==> config.mk <==
export PLATFORM = sky130hd
export DESIGN_NAME = ram_ahbl_bridge_flat
export DESIGN_NICKNAME = d
export VERILOG_FILES = /design/src/rtl/ram_ahbl_pkg.sv /design/src/rtl/ram_ahbl_bridge_if.sv /design/src/rtl/ram_ahbl_bytemask.sv /design/src/rtl/ram_ahbl_bridge.sv /design/src/flat_wrapper.sv
export SDC_FILE = /design/constraint.sdc
export NUM_CORES = 1
export LEC_CHECK = 0
export BUFFER_PORTS_ARGS = -buffer_cell sky130_fd_sc_hd__buf_2
export CAP_MARGIN = 25
export CELL_PAD_IN_SITES_DETAIL_PLACEMENT = 0
export CELL_PAD_IN_SITES_GLOBAL_PLACEMENT = 2
export CORE_UTILIZATION = 18
export CTS_CLUSTER_DIAMETER = 80
export CTS_CLUSTER_SIZE = 8
export DETAILED_ROUTE_END_ITERATION = 16
export HOLD_SLACK_MARGIN = 0.12
export PLACE_DENSITY_LB_ADDON = 0.25
export SETUP_SLACK_MARGIN = 0.05
export SKIP_LAST_GASP = 1
export SLEW_MARGIN = 20
export SYNTH_ARGS = -nofsm -noshare
export SYNTH_HDL_FRONTEND = slang
export SYNTH_SLANG_ARGS = --single-unit
==> constraint.sdc <==
create_clock -name CLK -period 1.5 [get_ports CLK]
set_clock_uncertainty 0.1 [all_clocks]
set_input_delay 0.15 -clock CLK [delete_from_list [all_inputs] [get_ports CLK]]
set_output_delay 0.15 -clock CLK [all_outputs]
set_load 0.05 [all_outputs]
==> src/rtl/ram_ahbl_pkg.sv <==
// Shared encodings, FSM state type and response codes for the AHB-Lite to DFFRAM bridge.
// State set depends on RAM_AHBL_BRIDGE_ERR_EN (adds the ERROR response states).
package ram_ahbl_pkg;

    localparam int unsigned RAM_AW = 13;
    localparam int unsigned DW     = 32;
    localparam int unsigned MASK_W = 4;

    localparam logic [1:0] HTRANS_IDLE   = 2'b00;
    localparam logic [1:0] HTRANS_BUSY   = 2'b01;
    localparam logic [1:0] HTRANS_NONSEQ = 2'b10;
    localparam logic [1:0] HTRANS_SEQ    = 2'b11;

    localparam logic [2:0] HSIZE_BYTE = 3'd0;
    localparam logic [2:0] HSIZE_HALF = 3'd1;
    localparam logic [2:0] HSIZE_WORD = 3'd2;

    localparam logic RESP_OKAY  = 1'b0;
    localparam logic RESP_ERROR = 1'b1;

    typedef enum logic [2:0] {
        ST_IDLE  = 3'd0,
        ST_WDATA = 3'd1,
        ST_RDATA = 3'd2,
`ifdef RAM_AHBL_BRIDGE_ERR_EN
        ST_STALL = 3'd3,
        ST_ERR1  = 3'd4,
        ST_ERR2  = 3'd5
`else
        ST_STALL = 3'd3
`endif
    } state_e;

endpackage

==> src/rtl/ram_ahbl_bridge_if.sv <==
// AHB-Lite slave bus plus DFFRAM macro port, bundled for the bridge.
interface ram_ahbl_bridge_if
    import ram_ahbl_pkg::*;
#(
    parameter int unsigned AW = RAM_AW
) ();

    logic              HSEL;
    logic [31:0]       HADDR;
    logic [1:0]        HTRANS;
    logic              HWRITE;
    logic [2:0]        HSIZE;
    logic              HREADY;
    logic [DW-1:0]     HWDATA;
    logic [DW-1:0]     HRDATA;
    logic              HREADYOUT;
    logic              HRESP;

    logic              RAM_EN;
    logic [MASK_W-1:0] RAM_WE;
    logic [AW-1:0]     RAM_A;
    logic [DW-1:0]     RAM_Di;
    logic [DW-1:0]     RAM_Do;

    modport slave (
        input  HSEL, HADDR, HTRANS, HWRITE, HSIZE, HREADY, HWDATA, RAM_Do,
        output HRDATA, HREADYOUT, HRESP, RAM_EN, RAM_WE, RAM_A, RAM_Di
    );

    modport master (
        output HSEL, HADDR, HTRANS, HWRITE, HSIZE, HREADY, HWDATA, RAM_Do,
        input  HRDATA, HREADYOUT, HRESP, RAM_EN, RAM_WE, RAM_A, RAM_Di
    );

endinterface

==> src/rtl/ram_ahbl_bytemask.sv <==
// Byte-lane mask from HSIZE and the low address bits, plus a flag for
// unsupported sizes and misaligned half/word accesses.
module ram_ahbl_bytemask
    import ram_ahbl_pkg::*;
(
    input  logic [2:0]        hsize_i,
    input  logic [1:0]        addr_lo_i,
    output logic [MASK_W-1:0] mask_o,
    output logic              misalign_o
);

    always_comb begin
        mask_o     = 4'b1111;
        misalign_o = 1'b0;
        case (hsize_i)
            HSIZE_BYTE: mask_o = 4'b0001 << addr_lo_i;
            HSIZE_HALF: begin
                mask_o     = addr_lo_i[1] ? 4'b1100 : 4'b0011;
                misalign_o = addr_lo_i[0];
            end
            HSIZE_WORD: misalign_o = (addr_lo_i != 2'b00);
            // Oversized transfers fall back to a full-word lane mask
            default:    misalign_o = 1'b1;
        endcase
    end

endmodule

==> src/rtl/ram_ahbl_bridge.sv <==
// AHB-Lite slave bridge onto a single-port DFFRAM: zero-wait reads/writes, one stall on read-after-write.
// Define RAM_AHBL_BRIDGE_ERR_EN to answer unsupported/misaligned transfers with a two-cycle ERROR.
module ram_ahbl_bridge
    import ram_ahbl_pkg::*;
#(
    parameter int unsigned AW = RAM_AW
) (
    input  logic             CLK,
    input  logic             RST,
    ram_ahbl_bridge_if.slave bus
);

    state_e            state_q, state_d;
    logic [AW-1:0]     waddr_q, waddr_d;
    logic [AW-1:0]     raddr_q, raddr_d;
    logic [MASK_W-1:0] wmask_q, wmask_d;
    logic              hready_q, hready_d;

    logic [AW-1:0]     haddr_word;
    logic [MASK_W-1:0] size_mask;
    logic              misalign;
    logic              accept;
    logic              req_ok;
    logic              acc_wr;
    logic              acc_rd;
    logic              busy;

    logic              ram_en_c;
    logic [MASK_W-1:0] ram_we_c;
    logic [AW-1:0]     ram_a_c;

    ram_ahbl_bytemask u_bytemask (
        .hsize_i    (bus.HSIZE),
        .addr_lo_i  (bus.HADDR[1:0]),
        .mask_o     (size_mask),
        .misalign_o (misalign)
    );

    assign haddr_word = bus.HADDR[AW+1:2];
    // Reset also blocks new strobes so nothing reaches the macro while RST is high
    assign accept     = bus.HSEL & bus.HTRANS[1] & bus.HREADY & ~RST;

    logic unused_bits;
    assign unused_bits = ^{bus.HTRANS[0], bus.HADDR[31:AW+2]};

`ifdef RAM_AHBL_BRIDGE_ERR_EN
    logic acc_err;
    logic hresp_q, hresp_d;
    assign acc_err = accept & misalign;
    assign req_ok  = accept & ~misalign;
    assign busy    = (state_q == ST_STALL) || (state_q == ST_ERR1);
`else
    logic unused_misalign;
    assign unused_misalign = misalign;
    assign req_ok  = accept;
    assign busy    = (state_q == ST_STALL);
`endif

    assign acc_wr = req_ok & bus.HWRITE;
    assign acc_rd = req_ok & ~bus.HWRITE;

    // Next state, latched addresses and RAM strobes
    always_comb begin
        state_d  = ST_IDLE;
        waddr_d  = waddr_q;
        wmask_d  = wmask_q;
        raddr_d  = raddr_q;
        ram_en_c = 1'b0;
        ram_we_c = '0;
        ram_a_c  = haddr_word;

        case (state_q)
            ST_WDATA: begin
                ram_en_c = 1'b1;
                ram_we_c = wmask_q;
                ram_a_c  = waddr_q;
            end
            ST_STALL: begin
                ram_en_c = 1'b1;
                ram_a_c  = raddr_q;
                state_d  = ST_RDATA;
            end
`ifdef RAM_AHBL_BRIDGE_ERR_EN
            ST_ERR1:  state_d = ST_ERR2;
`endif
            default: ;
        endcase

        if (!busy) begin
            if (acc_wr) begin
                state_d = ST_WDATA;
                waddr_d = haddr_word;
                wmask_d = size_mask;
            end else if (acc_rd) begin
                if (state_q == ST_WDATA) begin
                    // The pending write owns the macro this cycle; replay the read next cycle
                    state_d = ST_STALL;
                    raddr_d = haddr_word;
                end else begin
                    ram_en_c = 1'b1;
                    ram_we_c = '0;
                    ram_a_c  = haddr_word;
                    state_d  = ST_RDATA;
                end
            end
`ifdef RAM_AHBL_BRIDGE_ERR_EN
            if (acc_err) begin
                state_d = ST_ERR1;
            end
`endif
        end
    end

`ifdef RAM_AHBL_BRIDGE_ERR_EN
    assign hready_d = (state_d != ST_STALL) && (state_d != ST_ERR1);
    assign hresp_d  = (state_d == ST_ERR1) || (state_d == ST_ERR2);
`else
    assign hready_d = (state_d != ST_STALL);
`endif

    always_ff @(posedge CLK or posedge RST) begin
        if (RST) begin
            state_q  <= ST_IDLE;
            waddr_q  <= '0;
            raddr_q  <= '0;
            wmask_q  <= '0;
            hready_q <= 1'b1;
        end else begin
            state_q  <= state_d;
            waddr_q  <= waddr_d;
            raddr_q  <= raddr_d;
            wmask_q  <= wmask_d;
            hready_q <= hready_d;
        end
    end

`ifdef RAM_AHBL_BRIDGE_ERR_EN
    always_ff @(posedge CLK or posedge RST) begin
        if (RST) begin
            hresp_q <= RESP_OKAY;
        end else begin
            hresp_q <= hresp_d;
        end
    end
    assign bus.HRESP = hresp_q;
`else
    assign bus.HRESP = RESP_OKAY;
`endif

    assign bus.HREADYOUT = hready_q;
    assign bus.HRDATA    = bus.RAM_Do;
    assign bus.RAM_EN    = ram_en_c;
    assign bus.RAM_WE    = ram_we_c;
    assign bus.RAM_A     = ram_a_c;
    assign bus.RAM_Di    = bus.HWDATA;

endmodule

==> src/flat_wrapper.sv <==
// flat-port wrapper written by rule: the top's interface ports become plain ports
module ram_ahbl_bridge_flat import ram_ahbl_pkg::*;
#(
    parameter int unsigned AW = RAM_AW
)
  (CLK, RST, bus_HSEL, bus_HADDR, bus_HTRANS, bus_HWRITE, bus_HSIZE, bus_HREADY, bus_HWDATA, bus_RAM_Do, bus_HRDATA, bus_HREADYOUT, bus_HRESP, bus_RAM_EN, bus_RAM_WE, bus_RAM_A, bus_RAM_Di);
  ram_ahbl_bridge_if #(.AW(AW)) bus_i ();
  input  logic CLK;
  input  logic RST;
  input wire logic [$bits(bus_i.HSEL)-1:0] bus_HSEL;
  input wire logic [$bits(bus_i.HADDR)-1:0] bus_HADDR;
  input wire logic [$bits(bus_i.HTRANS)-1:0] bus_HTRANS;
  input wire logic [$bits(bus_i.HWRITE)-1:0] bus_HWRITE;
  input wire logic [$bits(bus_i.HSIZE)-1:0] bus_HSIZE;
  input wire logic [$bits(bus_i.HREADY)-1:0] bus_HREADY;
  input wire logic [$bits(bus_i.HWDATA)-1:0] bus_HWDATA;
  input wire logic [$bits(bus_i.RAM_Do)-1:0] bus_RAM_Do;
  output wire logic [$bits(bus_i.HRDATA)-1:0] bus_HRDATA;
  output wire logic [$bits(bus_i.HREADYOUT)-1:0] bus_HREADYOUT;
  output wire logic [$bits(bus_i.HRESP)-1:0] bus_HRESP;
  output wire logic [$bits(bus_i.RAM_EN)-1:0] bus_RAM_EN;
  output wire logic [$bits(bus_i.RAM_WE)-1:0] bus_RAM_WE;
  output wire logic [$bits(bus_i.RAM_A)-1:0] bus_RAM_A;
  output wire logic [$bits(bus_i.RAM_Di)-1:0] bus_RAM_Di;
  assign bus_i.HSEL = bus_HSEL;
  assign bus_i.HADDR = bus_HADDR;
  assign bus_i.HTRANS = bus_HTRANS;
  assign bus_i.HWRITE = bus_HWRITE;
  assign bus_i.HSIZE = bus_HSIZE;
  assign bus_i.HREADY = bus_HREADY;
  assign bus_i.HWDATA = bus_HWDATA;
  assign bus_i.RAM_Do = bus_RAM_Do;
  assign bus_HRDATA = bus_i.HRDATA;
  assign bus_HREADYOUT = bus_i.HREADYOUT;
  assign bus_HRESP = bus_i.HRESP;
  assign bus_RAM_EN = bus_i.RAM_EN;
  assign bus_RAM_WE = bus_i.RAM_WE;
  assign bus_RAM_A = bus_i.RAM_A;
  assign bus_RAM_Di = bus_i.RAM_Di;
  ram_ahbl_bridge #(.AW(AW)) u_core (.CLK(CLK), .RST(RST), .bus(bus_i));
endmodule
==> results.sh <==
export IMPL_finalSetupTns_ps=-3410
export IMPL_r2r_end="u_core.raddr_q[6]"
export IMPL_pwr_density_cell_mw_per_mm2=993
export IMPL_hold_viol=0
export IMPL_antenna_found_initial=0
export IMPL_htreeDepth=2
export IMPL_worstPathMaxFanout=5
export IMPL_cts_tree="built"
export IMPL_fp_dieW_um=111
export IMPL_r2r_start="u_core.state_q[0]"
export IMPL_layout_drive_gt1_share_pct=62.8
export IMPL_io_pins=190
export IMPL_clkSinkCount=33
export IMPL_syn_area_mm2=0.00214
export IMPL_antenna_cells=0
export IMPL_hpwl_mm=3.14
export IMPL_hp_class="in2reg"
export IMPL_routed_wl_mm=4.82
export IMPL_syn_inst=198
export IMPL_max_vdd_ir_drop_mv=0.340
export IMPL_core_mm2=0.0115
export IMPL_cellLeakagePower_nw=1.28
export IMPL_n_fill_cell=1229
export IMPL_r2r_setup_slack_ps=-70
export IMPL_yosys_top_cells_area="dfrtp_1, buf_4, mux2_2"
export IMPL_ys_warn_count=0
export IMPL_wl_per_cell_um=13.8
export IMPL_vias_per_cell=3.62
export IMPL_holdWs_ps=134
export IMPL_worst_slack_ps=-183
export IMPL_status="complete, but fails checks"
export IMPL_slew_viol_final=0
export IMPL_endpoint_kind="output port"
export IMPL_die_area_mm2=0.0123
export IMPL_grt_overflow=0
export IMPL_cts_buffers=5
export IMPL_final_cell_mix="buf_2, dfrtp_1, mux2_2"
export IMPL_cp_required_ps=1250
export IMPL_path_class="reg2out"
export IMPL_yosys_cell_types_count=24
export IMPL_failed_checks="design-rule violations, negative setup slack"
export IMPL_drc=22
export IMPL_synth_top_area_share_pct=37.4
export IMPL_fmax_mhz=594
export IMPL_cts_root_buf="clkbuf_16"
export IMPL_syn_to_final_growth_pct=31.9
export IMPL_reg2reg_depth=5
export IMPL_cts_max_path_buffers=2
export IMPL_setup_viol=31
export IMPL_grt_pass1_vias=1385
export IMPL_grt_pass1_wl_mm=7.31
export IMPL_period_needed_ps=1680
export IMPL_drtIter0Drc=58
export IMPL_yosysTopAreaCell="dfrtp_1"
export IMPL_finalCritPeriodShare_pct=112
export IMPL_synth_seq_cells=33
export IMPL_drt_first_pass_iters=10
export IMPL_clock_latency_ps=280
export IMPL_cp_start_kind="flop"
export IMPL_holdPathStages=4
export IMPL_fp_dieH_um=111
export IMPL_fin_nets=312
export IMPL_startpoint="u_core.state_q[1]"
export IMPL_seq_area_um2=828
export IMPL_syn_avg_cell_area_um2=10.8
export IMPL_multiInputGateArea_um2=997
export IMPL_rsz0062_at_grt="true"
export IMPL_cp_arrival_ps=1430
export IMPL_std_cell_rows=39
export IMPL_portBuffers=42
export IMPL_vias=1268
export IMPL_ys_seq_area_share_pct=38.6
export IMPL_antenna_left=0
export IMPL_initial_core_util_pct=18.6
export IMPL_worstHoldStart="bus_HSIZE[2]"
export IMPL_min_to="u_core.wmask_q[1]"
export IMPL_clk_pin_slew_worst_paths_ps=50
export IMPL_drv_cap=0
export IMPL_synth_nets=304
export IMPL_grt_max_degree=34
export IMPL_place_gp_congestion=0.638
export IMPL_grtUsageTotal_pct=7.67
-- power breakdown --
part / internal, mW / switching [mW] / total (mW)
clock network: 0.703 / 0.380 / 1.08
registers: 1.01 / 0.0839 / 1.09
logic: 0.331 / 0.300 / 0.632
-- synth_stat cells --
cell type  count
buf_2          1
dfrtp_1       32
nand2_1        1
inv_1          2
o21bai_1       1
buf_1          1
dfstp_2        1
nor2_1        16
nand3b_4       1
a21oi_1       13
buf_6          3
o21ai_0        6
mux2_2        20
mux2i_1       13
nand3_4        1
and4b_2        1
nor2b_2        1
and2_1         4
mux2_4        10
buf_4         65
nand4_1        1
clkbuf_1       2
nor2b_1        1
conb_1         1
-- final cells by class --
type / instances / share of cell area, %
multi-input combinational: 91 / 35.3
sequential: 33 / 29.3
timing repair buffer: 73 / 23.1
tap: 143 / 6.33
clock buffer: 7 / 5.40
inverter: 2 / 0.398
clock inverter: 1 / 0.177
-- how the worst max path moves through the flow --
stage                    end  cells past startpoint  slack, ps
6_report       bus_RAM_A[11]                      5       -180
3_3_place_gp   bus_RAM_WE[2]                      5        -10
2_1_floorplan     bus_RAM_EN                      3         30
3_5_place_dp   bus_RAM_WE[0]                      5         -5
4_1_cts         bus_RAM_A[9]                      4       -190
5_1_grt         bus_RAM_A[9]                      4       -240
-- kinds of logic after synthesis --
kind of cell / count (synthesis) / synth area share, %
and+or+nand+nor: 27 / 7.41
muxes: 43 / 23.6
buffers and inverters: 74 / 25.5
other: 1 / 0.175
AOI/OAI and AO/OA: 20 / 4.79
DFF: 33 / 38.6
-- per-layer routing --
metal | routed length, µm | track usage (%) | up-vias
met1 | 2410 | 10.2 | 574
met2 | 1940 | 10.8 | 64
met5 | 0 | 0 | -
met4 | 51 | 3.42 | 0
li1 | - | - | 618
met3 | 418 | 3.17 | 12
-- through the flow --
| stage | worst slack [ps] | util, % | area, µm² | power, mW | cells |
|---|---|---|---|---|---|
| after detailed placement | -4.78 | 19.6 | 2260 | 1.62 | 322 |
| after global placement | -14.5 | 19.6 | 2260 | 1.61 | 322 |
| after CTS | -193 | 23.9 | 2750 | 2.84 | 348 |
| after floorplan | 34.7 | - | 2280 | 1.94 | 198 |
| final | -183 | 24.5 | 2830 | 2.81 | 350 |
| after global routing | -245 | 24.5 | 2830 | 2.95 | 350 |
-- repair_timing --
item	in CTS	in global routing
hold buffers	16	0
buffers inserted	2	0
resized for setup	43	8
hold endpoints to repair	60	0
gates cloned	0	2
pin swaps	5	1
endpoints found under the setup margin	41	48
-- worst max-delay path, stage by stage (launching register included) --
cell     delay [ps]
dfrtp_1         390
buf_6           150
buf_8           130
mux2i_4         180
a21oi_4         130
buf_6           170
-- state kept, by name (all words and copies together) (netlist names) --
name and flops:
u_core.bus.HREADYOUT 1, u_core.state_q 2, u_core.wmask_q 4, u_core.raddr_q 13, u_core.waddr_q 13
No activity file was read; power rests on OpenSTA's default activity.
